`src/rtl/ask_pkg.sv`:
```
// Shared types and frame constants for the ASK transmit sequencer.
// WORD_W is the scrambled word width produced by the modulator datapath.
package ask_pkg;

    localparam int WORD_W = 12;

    localparam logic [WORD_W-1:0] SYNC_WORD_DEF     = 12'hB4F;
    localparam int                PREAMBLE_BITS_DEF = 16;
    localparam int                GUARD_BITS_DEF    = 8;

    typedef enum logic [2:0] {
        ST_IDLE,
        ST_SEED,
        ST_LOAD,
        ST_PREAMBLE,
        ST_SYNC,
        ST_ALIGN,
        ST_PAYLOAD,
        ST_GUARD
    } ask_state_e;

    // States in which the bit-period counter runs.
    function automatic logic is_bit_state(input ask_state_e s);
        return (s == ST_PREAMBLE) || (s == ST_SYNC) || (s == ST_ALIGN) ||
               (s == ST_PAYLOAD)  || (s == ST_GUARD);
    endfunction

endpackage

```
`src/rtl/ask_bit_timer.sv`:
```
// Bit-period counter and carrier divider for the ASK transmitter.
// bit_start/bit_end mark the first and last clock of each bit period.
module ask_bit_timer #(
    parameter int SPB          = 16,
    parameter int CARRIER_HALF = 2
) (
    input  logic clk_i,
    input  logic rst_ni,
    input  logic bit_clr_i,
    input  logic car_clr_i,
    output logic bit_start_o,
    output logic bit_end_o,
    output logic carrier_o
);

    localparam int BW = (SPB > 1) ? $clog2(SPB) : 1;
    localparam int CW = (CARRIER_HALF > 1) ? $clog2(CARRIER_HALF) : 1;

    logic [BW-1:0] bit_cnt_q, bit_cnt_d;
    logic [CW-1:0] car_cnt_q, car_cnt_d;
    logic          carrier_q, carrier_d;

    always_comb begin
        bit_cnt_d = bit_cnt_q + BW'(1);
        if (bit_clr_i || (bit_cnt_q == BW'(SPB - 1))) begin
            bit_cnt_d = '0;
        end

        car_cnt_d = car_cnt_q + CW'(1);
        carrier_d = carrier_q;
        if (car_clr_i) begin
            car_cnt_d = '0;
            carrier_d = 1'b0;
        end else if (car_cnt_q == CW'(CARRIER_HALF - 1)) begin
            car_cnt_d = '0;
            carrier_d = ~carrier_q;
        end
    end

    always_ff @(posedge clk_i) begin
        if (!rst_ni) begin
            bit_cnt_q <= '0;
            car_cnt_q <= '0;
            carrier_q <= 1'b0;
        end else begin
            bit_cnt_q <= bit_cnt_d;
            car_cnt_q <= car_cnt_d;
            carrier_q <= carrier_d;
        end
    end

    assign bit_start_o = (bit_cnt_q == '0);
    assign bit_end_o   = (bit_cnt_q == BW'(SPB - 1));
    assign carrier_o   = carrier_q;

endmodule

```
`src/rtl/ask_tx_controller.sv`:
```
// Frame sequencer for the ASK modulator: seeds and steps the modulator and
// emits preamble, sync, scrambled payload words and guard as on/off keying.
module ask_tx_controller
    import ask_pkg::*;
#(
    parameter int                SPB           = 16,
    parameter int                CARRIER_HALF  = 2,
    parameter int                PREAMBLE_BITS = PREAMBLE_BITS_DEF,
    parameter logic [WORD_W-1:0] SYNC_WORD     = SYNC_WORD_DEF,
    parameter int                GUARD_BITS    = GUARD_BITS_DEF,
    parameter int                CNT_W         = 8
) (
    input  logic             clk,
    input  logic             rst,
    input  logic             start,
    input  logic             abort,
    input  logic [CNT_W-1:0] n_words,
    input  logic             mod_bit,
    input  logic             mod_new_word,
    output logic             mod_rst,
    output logic             mod_load,
    output logic             mod_ce,
    output logic             tx_bit,
    output logic             ask_out,
    output logic             busy,
    output logic             frame_done,
    output logic [CNT_W-1:0] word_cnt
);

    localparam int MAX_PW  = (PREAMBLE_BITS > WORD_W) ? PREAMBLE_BITS : WORD_W;
    localparam int IDX_MAX = (GUARD_BITS > MAX_PW) ? GUARD_BITS : MAX_PW;
    localparam int IDX_W   = (IDX_MAX > 1) ? $clog2(IDX_MAX) : 1;

    ask_state_e       state_q, state_d;
    logic [IDX_W-1:0] bit_idx_q, bit_idx_d;
    logic [CNT_W-1:0] n_words_q, n_words_d;
    logic [CNT_W-1:0] word_cnt_q, word_cnt_d;
    logic             seen_q, seen_d;
    logic             tx_q, tx_d;
    logic             ask_q;
    logic             mod_rst_q;

    logic             bit_start;
    logic             bit_end;
    logic             carrier;
    logic [WORD_W-1:0] sync_shift;

    // Bit counter restarts on entry to PREAMBLE; carrier runs over the whole busy span.
    ask_bit_timer #(
        .SPB          (SPB),
        .CARRIER_HALF (CARRIER_HALF)
    ) u_timer (
        .clk_i       (clk),
        .rst_ni      (rst),
        .bit_clr_i   (!is_bit_state(state_q) || abort),
        .car_clr_i   ((state_q == ST_IDLE) || abort),
        .bit_start_o (bit_start),
        .bit_end_o   (bit_end),
        .carrier_o   (carrier)
    );

    assign sync_shift = SYNC_WORD << bit_idx_q;

    always_comb begin
        state_d    = state_q;
        bit_idx_d  = bit_idx_q;
        n_words_d  = n_words_q;
        word_cnt_d = word_cnt_q;
        seen_d     = seen_q;
        tx_d       = tx_q;
        mod_load   = 1'b0;
        mod_ce     = 1'b0;
        frame_done = 1'b0;

        case (state_q)
            ST_IDLE: begin
                if (start) begin
                    state_d    = ST_SEED;
                    n_words_d  = n_words;
                    word_cnt_d = '0;
                end
            end
            ST_SEED: state_d = ST_LOAD;
            ST_LOAD: begin
                mod_load  = 1'b1;
                mod_ce    = 1'b1;
                bit_idx_d = '0;
                state_d   = ST_PREAMBLE;
            end
            ST_PREAMBLE: begin
                if (bit_start) tx_d = ~bit_idx_q[0];
                if (bit_end) begin
                    if (bit_idx_q == IDX_W'(PREAMBLE_BITS - 1)) begin
                        bit_idx_d = '0;
                        state_d   = ST_SYNC;
                    end else begin
                        bit_idx_d = bit_idx_q + IDX_W'(1);
                    end
                end
            end
            ST_SYNC: begin
                if (bit_start) tx_d = sync_shift[WORD_W-1];
                if (bit_end) begin
                    if (bit_idx_q == IDX_W'(WORD_W - 1)) begin
                        bit_idx_d = '0;
                        seen_d    = 1'b0;
                        state_d   = (n_words_q == '0) ? ST_GUARD : ST_ALIGN;
                    end else begin
                        bit_idx_d = bit_idx_q + IDX_W'(1);
                    end
                end
            end
            ST_ALIGN: begin
                // Keep stepping until the modulator reports a word edge, then
                // the next step lands on the first bit of a fresh word.
                if (bit_start) begin
                    tx_d = 1'b0;
                    if (mod_new_word) seen_d = 1'b1;
                end
                if (bit_end) begin
                    mod_ce = 1'b1;
                    if (seen_q) state_d = ST_PAYLOAD;
                end
            end
            ST_PAYLOAD: begin
                if (bit_start) begin
                    tx_d = mod_bit;
                    if (mod_new_word && (word_cnt_q != '1)) begin
                        word_cnt_d = word_cnt_q + CNT_W'(1);
                    end
                end
                if (bit_end) begin
                    mod_ce = 1'b1;
                    if (word_cnt_q >= n_words_q) begin
                        bit_idx_d = '0;
                        state_d   = ST_GUARD;
                    end
                end
            end
            ST_GUARD: begin
                if (bit_start) tx_d = 1'b0;
                if (bit_end) begin
                    if (bit_idx_q == IDX_W'(GUARD_BITS - 1)) begin
                        frame_done = 1'b1;
                        bit_idx_d  = '0;
                        state_d    = ST_IDLE;
                    end else begin
                        bit_idx_d = bit_idx_q + IDX_W'(1);
                    end
                end
            end
            default: state_d = ST_IDLE;
        endcase

        if (abort) begin
            state_d    = ST_IDLE;
            bit_idx_d  = '0;
            word_cnt_d = '0;
            seen_d     = 1'b0;
            tx_d       = 1'b0;
            mod_load   = 1'b0;
            mod_ce     = 1'b0;
            frame_done = 1'b0;
        end
    end

    always_ff @(posedge clk) begin
        if (!rst) begin
            state_q    <= ST_IDLE;
            bit_idx_q  <= '0;
            n_words_q  <= '0;
            word_cnt_q <= '0;
            seen_q     <= 1'b0;
            tx_q       <= 1'b0;
            ask_q      <= 1'b0;
            mod_rst_q  <= 1'b0;
        end else begin
            state_q    <= state_d;
            bit_idx_q  <= bit_idx_d;
            n_words_q  <= n_words_d;
            word_cnt_q <= word_cnt_d;
            seen_q     <= seen_d;
            tx_q       <= tx_d;
            ask_q      <= abort ? 1'b0 : (tx_q & carrier);
            mod_rst_q  <= (state_d != ST_SEED);
        end
    end

    assign mod_rst  = mod_rst_q;
    assign tx_bit   = tx_q;
    assign ask_out  = ask_q;
    assign busy     = (state_q != ST_IDLE);
    assign word_cnt = word_cnt_q;

endmodule
```
`config.mk`:
```
export PLATFORM = sky130hd
export DESIGN_NAME = ask_tx_controller
export DESIGN_NICKNAME = d
export VERILOG_FILES = /design/src/rtl/ask_pkg.sv /design/src/rtl/ask_bit_timer.sv /design/src/rtl/ask_tx_controller.sv
export SDC_FILE = /design/constraint.sdc
export NUM_CORES = 1
export LEC_CHECK = 0
export ABC_CLOCK_PERIOD_IN_PS = 3300
export BUFFER_PORTS_ARGS = -buffer_cell sky130_fd_sc_hd__buf_2
export CORE_UTILIZATION = 34
export DETAILED_ROUTE_END_ITERATION = 12
export PLACE_DENSITY = 0.6
export SKIP_LAST_GASP = 1
export SYNTH_ARGS = -nofsm -noshare
export SYNTH_HDL_FRONTEND = slang
export SYNTH_SLANG_ARGS = --single-unit
```
`constraint.sdc`:
```
create_clock -name clk -period 3.3 [get_ports clk]
set_clock_uncertainty 0.2 [all_clocks]
set_input_delay 0.66 -clock clk [delete_from_list [all_inputs] [get_ports clk]]
set_output_delay 0.66 -clock clk [all_outputs]
set_load 0.01 [all_outputs]
```
==> results_dict.tcl, run 1 <==
set metrics [dict create \
    cts_num_sinks 33 \
    worst_slew_pin_slew_ps 597 \
    drive_gt1_frac 0.176 \
    r2r_start "word_cnt[0]$_SDFFE_PP0P_" \
    post_cts_buffers 0 \
    final_max_slew_viol_count 0 \
    cpPeakStageDelay_ps 370 \
    dp_hpwl_um 3640 \
    syn_inst 252 \
    min_from "u_timer.car_cnt_q$_SDFF_PP0_" \
    timing.final.ws_setup_ps 451 \
    grt_pass1_wl_um 8020 \
    cpLargestDelayFamily "simple AND/OR/NAND/NOR gates" \
    drc 0 \
    placed_cells 345 \
    vias 1881 \
    cts_resized 0 \
    clockBufferDepth 2 \
    overflow 0 \
    final_cells 353 \
    cts-buffers-inserted 5 \
    dieArea_um2 6400 \
    fmax_ghz 0.351 \
    tritoncts "yes" \
    clk_pin_slew_ps 70 \
    place_ws_ps 792 \
    yosysWarnings 0 \
    nets 305 \
    relSlewSlack 0.601 \
    area_delta_synth_final_pct 14.9 \
    ys_ff_latch 33 \
    critPathBufInv 1 \
    worstSkewPairLatency_ps 290 \
    mostFrequentLayoutCells "dfxtp_1, nand2_1, buf_2, nor2_1, inv_1" \
    max_cap_viol_count 0 \
    n_antenna_cell 0 \
    critPathArrivalTime_ps 1990 \
    core_um2 5890 \
    synthArstFlopShare 0 \
    mostFrequentLayoutCell "dfxtp_1" \
    routed_via_density 5.33 \
    io_buffers 28 \
    setup-tns-final_ps 0 \
    synth_nets 280 \
    period_share 0.863 \
    startpoint "u_timer.bit_cnt_q[0]$_SDFF_PP0_" \
    worst_hold_slack_ps 235 \
    peakVddDrop_v 0.000166 \
    die-height_um 80.0 \
    ctsHoldBuffers 0 \
    end_kind "primary output" \
    power.total_uw 890 \
    start_kind "flip-flop" \
    synth_area_per_cell_um2 8.21 \
    cts-root-buf "clkbuf_8" \
    path_cells "ha_1 -> and3_1 -> nand3_1 -> nor2_1 -> nor4b_1 -> buf_2" \
    die_w_um 80.0 \
    finalSetupViolations 0 \
    wire_per_inst_um 13.8 \
    crit_fanout 4 \
    hold_viol_final 0 \
    pwr_density_cell_nw_per_um2 374 \
    grt_usage 0.162 \
    drtIter0Drc 117 \
    hp-class "flip-flop to flip-flop" \
    p_leak_nw 0.882 \
    rows 28 \
    worst_path_max_delay_cell "dfxtp_1" \
    first_global_vias 1666 \
    synth.distinct_cells 57 \
    antenna_left 0 \
    firstDrtPassIters 4 \
    synth-main-ff-cell "dfxtp_1" \
    grt_max_degree 21 \
    crit_type "flip-flop to primary output" \
    start_util 0.352 \
    antenna_found_initial 0 \
    gp_congestion 0.833 \
    h-tree-depth 2 \
    ys_seq_area_frac 0.319 \
    finalWirelength_um 4850 \
    synth-edff-count 0 \
    rsz0062_at_grt "false" \
    io-pin-count 29 \
    syn_area_um2 2070 \
    critical_path_required_ps 2440 \
    status "complete, no violations" \
    layout_min_cycle_time_ps 2850 \
]
==> stage by stage <==
step | util | cell area [um2]
floorplan | - | 2070
CTS | 0.404 | 2380
finish | 0.404 | 2380
global placement | 0.384 | 2260
detailed placement | 0.384 | 2260
global route | 0.404 | 2380
==> routing by layer <==
| metal | vias up | part of all wire | GRT usage |
|---|---|---|---|
| met5 | - | 0 | 0 |
| met4 | 0 | 0.0031 | 0.0482 |
| met2 | 54 | 0.46 | 0.254 |
| li1 | 959 | - | - |
| met1 | 866 | 0.49 | 0.216 |
| met3 | 2 | 0.054 | 0.0434 |
==> worst paths after layout <==
kind | to | slack (ps) | cells past startpoint
max | frame_done | 450 | 6
min | u_timer.car_cnt_q$_SDFF_PP0_ | 230 | 1
min reg2reg | u_timer.car_cnt_q$_SDFF_PP0_ | 230 | 1
max reg2reg | bit_idx_q[2]$_SDFFE_PP0P_ | 920 | 7
==> power breakdown <==
part	switching, mW	total, mW	leakage (nW)	internal (mW)
Clock	0.152	0.398	0.0585	0.246
Sequential	0.00956	0.416	0.268	0.407
Combinational	0.0453	0.0763	0.555	0.0310
==> synth_stat cells, types with 5 or more instances <==
master    count  area (um2)
xnor2_1       7        61.3
nand3_1      11        55.1
nand2b_1      5        31.3
ha_1         14         175
dfxtp_1      33         661
nor2_1       24        90.1
a21boi_1      8        60.1
a21oi_1      11        55.1
inv_1        18        67.6
a31oi_1       5        31.3
nand2_1      29         109
buf_2         6        30.0
==> kinds of logic after synthesis <==
kind of cell | count (synthesis) | synth area share
buffers and inverters | 30 | 0.0580
XOR/XNOR | 9 | 0.0381
flip-flops | 33 | 0.319
adder cells (fa/ha/maj) | 14 | 0.0846
AO/OA/AOI/OAI | 62 | 0.236
AND/OR/NAND/NOR | 102 | 0.254
multiplexers | 2 | 0.00967
==> layout make-up <==
class | instances | area [um2]
Fill cell | 616 | 3510
Multi-Input combinational cell | 189 | 1290
Sequential cell | 33 | 661
Timing Repair Buffer | 29 | 148
Tap cell | 75 | 93.8
Clock buffer | 7 | 86.3
Inverter | 19 | 71.3
Clock inverter | 1 | 30.0
==> state kept, by name, indices dropped and copies added (netlist names), 3 cells and up <==
register           count
state_q                3
u_timer.bit_cnt_q      4
word_cnt               8
n_words_q              8
bit_idx_q              4
(Power assumes the default switching activity.)
==> run 2, diff against run 1 <==
BUFFER_PORTS_ARGS = -buffer_cell sky130_fd_sc_hd__clkbuf_2   (was -buffer_cell sky130_fd_sc_hd__buf_2)
==> results_dict.tcl, run 2 (synthesized netlist as in run 1, its figures left out) <==
set metrics [dict create \
    clockBufferDepth 2 \
    ctsHoldBuffers 0 \
    p_leak_nw 0.863 \
    end_kind "primary output" \
    rows 28 \
    antenna_found_initial 0 \
    cts-root-buf "clkbuf_8" \
    critical_path_required_ps 2440 \
    critPathArrivalTime_ps 1940 \
    wire_per_inst_um 13.7 \
    die-height_um 80.0 \
    finish.instance_area_um2 2360 \
    placed_area_um2 2270 \
    multi_input_area_um2 1290 \
    critPathBufInv 1 \
    cts_resized 0 \
    die_w_um 80.0 \
    use_met3 0.0343 \
    fillers 615 \
    grt_usage 0.166 \
    period_share 0.850 \
    worst_path_max_delay_cell "dfxtp_1" \
    dieArea_um2 6400 \
    overflow 0 \
    met1_usage 0.230 \
    io-pin-count 29 \
    rsz0062_at_grt "false" \
    worst_hold_slack_ps 235 \
    crit_type "flip-flop to primary output" \
    path_cells "ha_1 -> and3_1 -> nand3_1 -> nor2_1 -> nor4b_1 -> clkbuf_2" \
    io_buffers 28 \
    cpPeakStageDelay_ps 370 \
    clk_pin_slew_ps 60 \
    crit_fanout 4 \
    start_kind "flip-flop" \
    area_delta_synth_final_pct 13.8 \
    start_util 0.352 \
    tritoncts "yes" \
    grt_pass1_wl_um 8260 \
    mostFrequentLayoutCell "dfxtp_1" \
    mostFrequentLayoutCells "dfxtp_1, nand2_1, clkbuf_2, nor2_1, inv_1" \
    gp_congestion 0.866 \
    relSlewSlack 0.607 \
    firstDrtPassIters 4 \
    routed_via_density 5.28 \
    layout_min_cycle_time_ps 2800 \
    final_max_slew_viol_count 0 \
    drtIter0Drc 91 \
    n_antenna_cell 0 \
    nets 306 \
    hold_viol_final 0 \
    worstSkewPairLatency_ps 280 \
    drive_gt1_frac 0.176 \
    vias 1865 \
    hp-class "flip-flop to flip-flop" \
    antenna_left 0 \
    worst_slew_pin_slew_ps 588 \
    fin_util 0.400 \
    max_cap_viol_count 0 \
    cts-buffers-inserted 5 \
    top_usage_layer "met2" \
    use_met2 0.253 \
    pwr_density_cell_nw_per_um2 340 \
    regArea_um2 661 \
    finalSetupViolations 0 \
    h-tree-depth 2 \
    cpLargestDelayFamily "simple AND/OR/NAND/NOR gates" \
    dp_hpwl_um 3640 \
    status "complete, no violations" \
    drc 0 \
    setup-tns-final_ps 0 \
    finalWirelength_um 4850 \
    post_cts_buffers 0 \
    peakVddDrop_v 0.000229 \
    grt_max_degree 17 \
    core_um2 5890 \
    cts_num_sinks 33 \
    fmax_ghz 0.357 \
    first_global_vias 1717 \
]
-- run 2: routing by layer --
metal	vias up	routed length (um)	part of all wire
met1	860	2410	0.50
met3	8	182	0.038
met2	40	2170	0.45
met4	0	76	0.016
met5	-	0	0
li1	957	-	-
-- run 2: path summary, 6_finish.rpt --
kind,from,endpoint,slack [ps],cells after the start
worst max-delay path,u_timer.bit_cnt_q[0]$_SDFF_PP0_,frame_done,500,6
worst min register to register,u_timer.car_cnt_q$_SDFF_PP0_,u_timer.car_cnt_q$_SDFF_PP0_,230,1
worst min-delay path,u_timer.car_cnt_q$_SDFF_PP0_,u_timer.car_cnt_q$_SDFF_PP0_,230,1
worst max register to register,word_cnt[0]$_SDFFE_PP0P_,bit_idx_q[2]$_SDFFE_PP0P_,960,7
-- run 2: final cells by class --
cell class | count | area share
multi-input combinational | 189 | 0.547
sequential | 33 | 0.280
timing repair buffer | 30 | 0.0659
tap | 75 | 0.0398
clock buffer | 7 | 0.0366
inverter | 19 | 0.0303
-- run 2: through the flow --
step,power (mW),std cells,setup slack (ps)
2_1_floorplan,0.476,252,923
3_3_place_gp,0.502,346,853
3_5_place_dp,0.502,346,838
4_1_cts,0.815,353,501
5_1_grt,0.842,353,316
6_report,0.801,353,495
-- run 2: power breakdown --
part	switching [mW]	internal, mW	total [mW]
Clock	0.143	0.166	0.308
Combinational	0.0454	0.0314	0.0769
Sequential	0.00876	0.407	0.416
